`config.mk`:
```
export PLATFORM = sky130hd
export DESIGN_NAME = uart_rx_os16
export DESIGN_NICKNAME = d
export VERILOG_FILES = /design/src/rtl/uart_rx_os16.sv
export SDC_FILE = /design/constraint.sdc
export NUM_CORES = 1
export LEC_CHECK = 0
export CORE_ASPECT_RATIO = 1.2
export CORE_MARGIN = 5
export CORE_UTILIZATION = 35
export CTS_BUF_LIST = sky130_fd_sc_hd__clkbuf_8
export CTS_CLUSTER_DIAMETER = 60
export DETAILED_ROUTE_END_ITERATION = 8
export HOLD_SLACK_MARGIN = 0.02
export SYNTH_ARGS = -nofsm -noshare
export SYNTH_HDL_FRONTEND = slang
export SYNTH_SLANG_ARGS = --single-unit
```
`constraint.sdc`:
```
create_clock -name clk -period 1.9 [get_ports clk]
set_input_delay 0.475 -clock clk [delete_from_list [all_inputs] [get_ports clk]]
set_output_delay 0.475 -clock clk [all_outputs]
set_load 0.01 [all_outputs]
```
`src/rtl/uart_rx_os16.sv`:
```
// 16x oversampling 8-N-1 UART receiver with mid-bit start validation, stop-bit check
// and a valid/ack holding register with overrun flag. Define UART_RX_PARITY_EN for 8-E-1.
module uart_rx_os16 #(
  parameter int CLK_HZ = 100_000_000,
  parameter int BAUD   = 9600
) (
  input  logic       clk,
  input  logic       reset_p,
  input  logic       rxsd,
  input  logic       rx_ack,
  output logic [7:0] rx_data,
  output logic       rx_valid,
  output logic       overrun,
  output logic       frame_err,
  output logic       parity_err
);

  localparam int DIV = CLK_HZ / (16 * BAUD);
  localparam int DW  = $clog2(DIV);

  typedef enum logic [2:0] {
    IDLE,
    START,
    DATA,
`ifdef UART_RX_PARITY_EN
    PARITY,
`endif
    STOP,
    BREAK
  } state_t;

  state_t          state;
  logic            rx_meta, rxs;
  logic [DW-1:0]   div_cnt;
  logic            tick;
  logic [3:0]      s_cnt;
  logic [2:0]      b_cnt;
  logic [7:0]      sh;
  logic            accept;

  always_ff @(posedge clk or posedge reset_p) begin
    if (reset_p) begin
      rx_meta <= 1'b1;
      rxs     <= 1'b1;
    end else begin
      rx_meta <= rxsd;
      rxs     <= rx_meta;
    end
  end

  always_ff @(posedge clk or posedge reset_p) begin
    if (reset_p)   div_cnt <= '0;
    else if (tick) div_cnt <= '0;
    else           div_cnt <= div_cnt + 1'b1;
  end

  assign tick   = (div_cnt == DW'(DIV - 1));
  assign accept = tick && (state == STOP) && (s_cnt == 4'd15) && rxs;

`ifdef UART_RX_PARITY_EN
  logic par_bit;
`endif

  always_ff @(posedge clk or posedge reset_p) begin
    if (reset_p) begin
      state     <= IDLE;
      s_cnt     <= 4'd0;
      b_cnt     <= 3'd0;
      sh        <= 8'h00;
      frame_err <= 1'b0;
`ifdef UART_RX_PARITY_EN
      par_bit    <= 1'b0;
      parity_err <= 1'b0;
`endif
    end else begin
      frame_err <= 1'b0;
`ifdef UART_RX_PARITY_EN
      parity_err <= 1'b0;
`endif
      if (tick) begin
        case (state)
          IDLE: begin
            s_cnt <= 4'd0;
            if (!rxs) state <= START;
          end
          START: begin
            s_cnt <= s_cnt + 4'd1;
            if (s_cnt == 4'd7) begin
              if (rxs) begin
                state <= IDLE;
              end else begin
                state <= DATA;
                s_cnt <= 4'd0;
                b_cnt <= 3'd0;
              end
            end
          end
          DATA: begin
            s_cnt <= s_cnt + 4'd1;
            if (s_cnt == 4'd15) begin
              sh    <= {rxs, sh[7:1]};
              b_cnt <= b_cnt + 3'd1;
`ifdef UART_RX_PARITY_EN
              if (b_cnt == 3'd7) state <= PARITY;
`else
              if (b_cnt == 3'd7) state <= STOP;
`endif
            end
          end
`ifdef UART_RX_PARITY_EN
          PARITY: begin
            s_cnt <= s_cnt + 4'd1;
            if (s_cnt == 4'd15) begin
              par_bit <= rxs;
              state   <= STOP;
            end
          end
`endif
          STOP: begin
            s_cnt <= s_cnt + 4'd1;
            if (s_cnt == 4'd15) begin
              if (rxs) begin
                state <= IDLE;
`ifdef UART_RX_PARITY_EN
                // Even parity: data bits plus parity bit must hold an even count of ones.
                parity_err <= par_bit ^ (^sh);
`endif
              end else begin
                frame_err <= 1'b1;
                state     <= BREAK;
              end
            end
          end
          BREAK: begin
            if (rxs) state <= IDLE;
          end
          default: state <= IDLE;
        endcase
      end
    end
  end

`ifndef UART_RX_PARITY_EN
  assign parity_err = 1'b0;
`endif

  // Holding register: a completing byte always wins over a same-cycle acknowledge.
  always_ff @(posedge clk or posedge reset_p) begin
    if (reset_p) begin
      rx_data  <= 8'h00;
      rx_valid <= 1'b0;
      overrun  <= 1'b0;
    end else if (accept) begin
      rx_data  <= sh;
      rx_valid <= 1'b1;
      overrun  <= rx_valid && !rx_ack;
    end else if (rx_ack && rx_valid) begin
      rx_valid <= 1'b0;
      overrun  <= 1'b0;
    end
  end

endmodule

```
**Word level (Yosys, flattened, before mapping)**

Cells that the tools add are included.
Widths: inputs -> output; s select.

- Add/sub/neg operators: 3
- Eq/ne operators: 15
- Multiplexer cells: 24
- Reductions and logical operators: 15

Operators with widths:

| operator | number |
|---|---|
| $mux 3 | 10 |
| $pmux 3 s5 | 1 |
| $ne 2x2->1 const B | 6 |
| $pmux 4 s3 | 1 |
| $add 10x1->10 const B | 1 |
| $eq 10x10->1 const B | 1 |
| $mux 10 | 1 |
| $mux 4 | 2 |
| $mux 1 | 7 |
| $reduce_and 7->1 | 1 |
| $eq 3x2->1 const B | 2 |
| $eq 3x3->1 const B | 2 |
| $pmux 3 s2 | 1 |
| $logic_and 1x1->1 | 5 |
| $reduce_and 5->1 | 1 |
| $add 4x1->4 const B | 1 |
| $eq 4x3->1 const B | 1 |
| $eq 4x4->1 const B | 1 |
| $reduce_bool 2->1 | 2 |
| $add 3x1->3 const B | 1 |
| $eq 3x1->1 const B | 1 |
| $logic_not 3->1 | 1 |
| $reduce_and 3->1 | 1 |
| $reduce_bool 3->1 | 1 |
| other kinds (5) | 5 |

- Register bits after elaboration: 41
- Output and inout bits: 12
- Word-level logic and storage cells: 68

**Logic depth before layout (Yosys ltp)**

- Depth after elaboration: 5
- Gate-level depth with buffers: 7
- Gate-level depth less buffers: 6

**Worst setup path before layout**

No wires, ideal clock.

- Kind: flip-flop to flip-flop
- Start: register div_cnt[0]
- End: register rx_data[0]
- Arrival: 1.692 ns
- Slack: 0.083 ns
- Stages on the path, launching flop included: 7
- Path buffers: 0
- Period minus slack after synthesis: 1.817 ns
- Path through: dfrtp_1 inv_1 ha_1 and4bb_2 nand3_2 nor3_4 mux2_2

- Word-level cells in the longest chain between the ends: 4

RTL lines:

| what | RTL line | source |
|---|---|---|
| start, declared | 34 | `logic [DW-1:0] div_cnt;` |
| start signal, assigned | 54 | `else div_cnt <= div_cnt + 1'b1;` |
| $eq 10x10->1 | 57 | `assign tick = (div_cnt == DW'(DIV - 1));` |
| $logic_and 1x1->1 (3 in a row) | 58 | `assign accept = tick && (state == STOP) && (s_cnt == 4'd15) && rxs;` |
| end signal, assigned | 154 | `rx_data <= sh;` |
| end, declared | 11 | `output logic [7:0] rx_data,` |

Every way passes these cells.
A chain may end at the register's enable or synchronous reset.

**Final worst setup path**

- Start: register div_cnt[0]
- End: register rx_data[7]

Same word-level chain as after synthesis.

==> flow_summary.json <==
{
  "via_per_inst": 5.11,
  "drive_above_1_share": 0.262,
  "status": "completed",
  "ctsHoldBuffers": 0,
  "fmax_ghz": 0.552,
  "synth_area_um2": 1930,
  "cp_max_fo": 10,
  "dpl_cell_area_um2": 2230,
  "cts_tree": "done",
  "multi_input_area_um2": 860,
  "crit_family": "simple AND/OR/NAND/NOR gates",
  "area_growth_pct": 21.9,
  "finalSetupViolCount": 0,
  "fin_tns_setup_ps": 0,
  "arrival_ps": 1990,
  "timing.final.crit_share": 0.954,
  "postSynthAreaPerCell_um2": 11.8,
  "clk_latency_ps": 290,
  "end_kind": "flip-flop",
  "cts_made_buffers": 5,
  "coreArea_um2": 5330,
  "synth_fp_nets": 173,
  "fillers": 467,
  "overflow": 0,
  "synth_edf_count": 0,
  "ys_ff_latch": 41,
  "dieArea_um2": 7120,
  "power_mw": 1.61,
  "cpPeakStageDelay_ps": 380,
  "portBuffers": 14,
  "p_leak_nw": 1.10,
  "clock-root-buffer": "clkbuf_8",
  "max_cap_violations": 0,
  "ys_seq_area_frac": 0.532,
  "worstSetupPathType": "reg2reg",
  "cts_htree_levels": 2,
  "grt_usage": 0.107,
  "worst-path-buf-inv": 2,
  "synth_flop_cell": "dfrtp_1",
  "num_rows": 29,
  "final_common_cell": "dfrtp_1",
  "cts_setup_buffers": 0,
  "initial_core_util": 0.363,
  "drcViolationCount": 0,
  "synth.area.top_cells": "dfrtp_1, mux2_2, ha_1",
  "min_period_ps": 1810,
  "drt_iter0_markers": 59,
  "hold_viol": 0,
  "powerDensity_nw_per_um2": 683,
  "synth_area_leader_cell": "dfrtp_1",
  "yosysWarnings": 0,
  "grt_max_degree": 42,
  "rsz0062_at_grt": "true",
  "drtPass1Iterations": 4,
  "dpl.cell_count": 245,
  "clock_path_buffers": 2,
  "die_h_um": 91.4,
  "dp_hpwl_mm": 2.51,
  "hold_class": "reg2reg",
  "clock_sinks": 41,
  "antenna_found_initial": 0,
  "synthCells": 164,
  "antenna_left": 0,
  "post_drt_wl_per_cell_um": 14.0,
  "insertedDiodeCount": 0,
  "fin_hold_ws_ps": 360,
  "grt_pass1_vias": 1343,
  "skew_ps": 7.00,
  "drt_wl_total_mm": 3.54,
  "yosysUniqueCellTypes": 46,
  "io_pins": 16,
  "yosysTopAreaCellShare": 0.505,
  "fin_nets": 199,
  "grt_pass1_wl_mm": 6.15,
  "stdcell_area_um2": 2360,
  "fin_cells": 253,
  "dieWidth_um": 77.9,
  "layout_common_cells": "dfrtp_1, mux2_2, nand2_1, clkdlybuf4s50_1, nor2_1",
  "ir_drop_uv": 440,
  "crit_slowest_cell": "dfrtp_1",
  "slew_violations": 0,
  "path_clk_slew_ps": 80,
  "register_area_um2": 1030,
  "num_vias": 1294,
  "async_reset_ff_frac": 1.00,
  "required_ps": 2080,
  "gp_congestion": 0.781,
  "path_cells": "inv_1 > ha_1 > and4bb_2 > nand3_2 > nor3_4 > buf_12 > mux2_2",
  "start_kind": "flip-flop"
}
## cells by family (layout without fill, tap and decap cells)
logic type / after synthesis / after routing / synth area share
AO/OA/AOI/OAI: 19 / 19 / 0.0796
XOR/XNOR: 8 / 8 / 0.0362
adder cells (fa/ha/maj): 5 / 5 / 0.0323
buffers and inverters: 13 / 40 / 0.0330
flip-flops: 41 / 41 / 0.532
multiplexers: 19 / 19 / 0.109
other: 1 / 1 / 0.00194
AND/OR/NAND/NOR: 58 / 58 / 0.176
## flip-flops by register name, summed over array words and instances (netlist names)
| signal | flops |
|---|---|
| overrun | 1 |
| s_cnt | 4 |
| sh | 8 |
| b_cnt | 3 |
| rx_valid | 1 |
| rx_data | 8 |
| state | 3 |
| rx_meta | 1 |
| rxs | 1 |
| frame_err | 1 |
| div_cnt | 10 |
## layer usage
| layer | GRT usage | vias up | wire length (µm) |
|---|---|---|---|
| met4 | 0.0530 | 0 | 74 |
| met5 | 0 | - | 0 |
| met2 | 0.171 | 21 | 1740 |
| met1 | 0.128 | 639 | 1590 |
| met3 | 0.0356 | 5 | 138 |
| li1 | - | 629 | - |
## final cells by class
type	instances	share of cell area
multi-input cells	110	0.364
inverters	6	0.00955
clock buffers	5	0.0292
flip-flops and latches	41	0.436
well taps	62	0.0329
repair buffers	26	0.108
clock inverters	3	0.0196
## synthesized netlist by cell type (all sizes together) (4+ instances only)
master,instances
nor3,6
nor2,11
buf,5
mux2,17
ha,5
and3,4
inv,6
nand3,7
dfrtp,39
xor2,4
nand2,14
xnor2,4
## final timing paths
| kind | start | endpoint | slack, ps | cells after the start |
|---|---|---|---|---|
| max | div_cnt[0]$_DFF_PP0_ | rx_data[7]$_DFFE_PP0P_ | 90 | 7 |
| min reg2reg | rx_meta$_DFF_PP1_ | rxs$_DFF_PP1_ | 360 | 0 |
| min in group asynchronous | reset_p | div_cnt[2]$_DFF_PP0_ | 530 | 3 |
| max in group asynchronous | reset_p | rx_meta$_DFF_PP1_ | 1110 | 3 |
| max reg2reg | div_cnt[0]$_DFF_PP0_ | rx_data[7]$_DFFE_PP0P_ | 90 | 7 |
| min | rx_meta$_DFF_PP1_ | rxs$_DFF_PP1_ | 360 | 0 |
## where the power goes
part	internal (mW)	switching, mW	leakage [nW]
clock network	0.393	0.307	0.0543
logic	0.0127	0.0203	0.493
registers	0.876	0.00202	0.552
## per-stage QoR
step / utilization / setup WS (ps)
floorplan: - / 83.0
global placement: 0.417 / 97.4
detailed placement: 0.417 / 44.5
CTS: 0.439 / 26.2
global route: 0.442 / -9.91
finish: 0.442 / 87.1
## timing repair
item | in CTS | in global routing
endpoints found under the hold margin | 0 | 0
endpoints found under the setup margin | 0 | 6
resized for setup | 0 | 2
No activity file was read; power rests on OpenSTA's default activity.
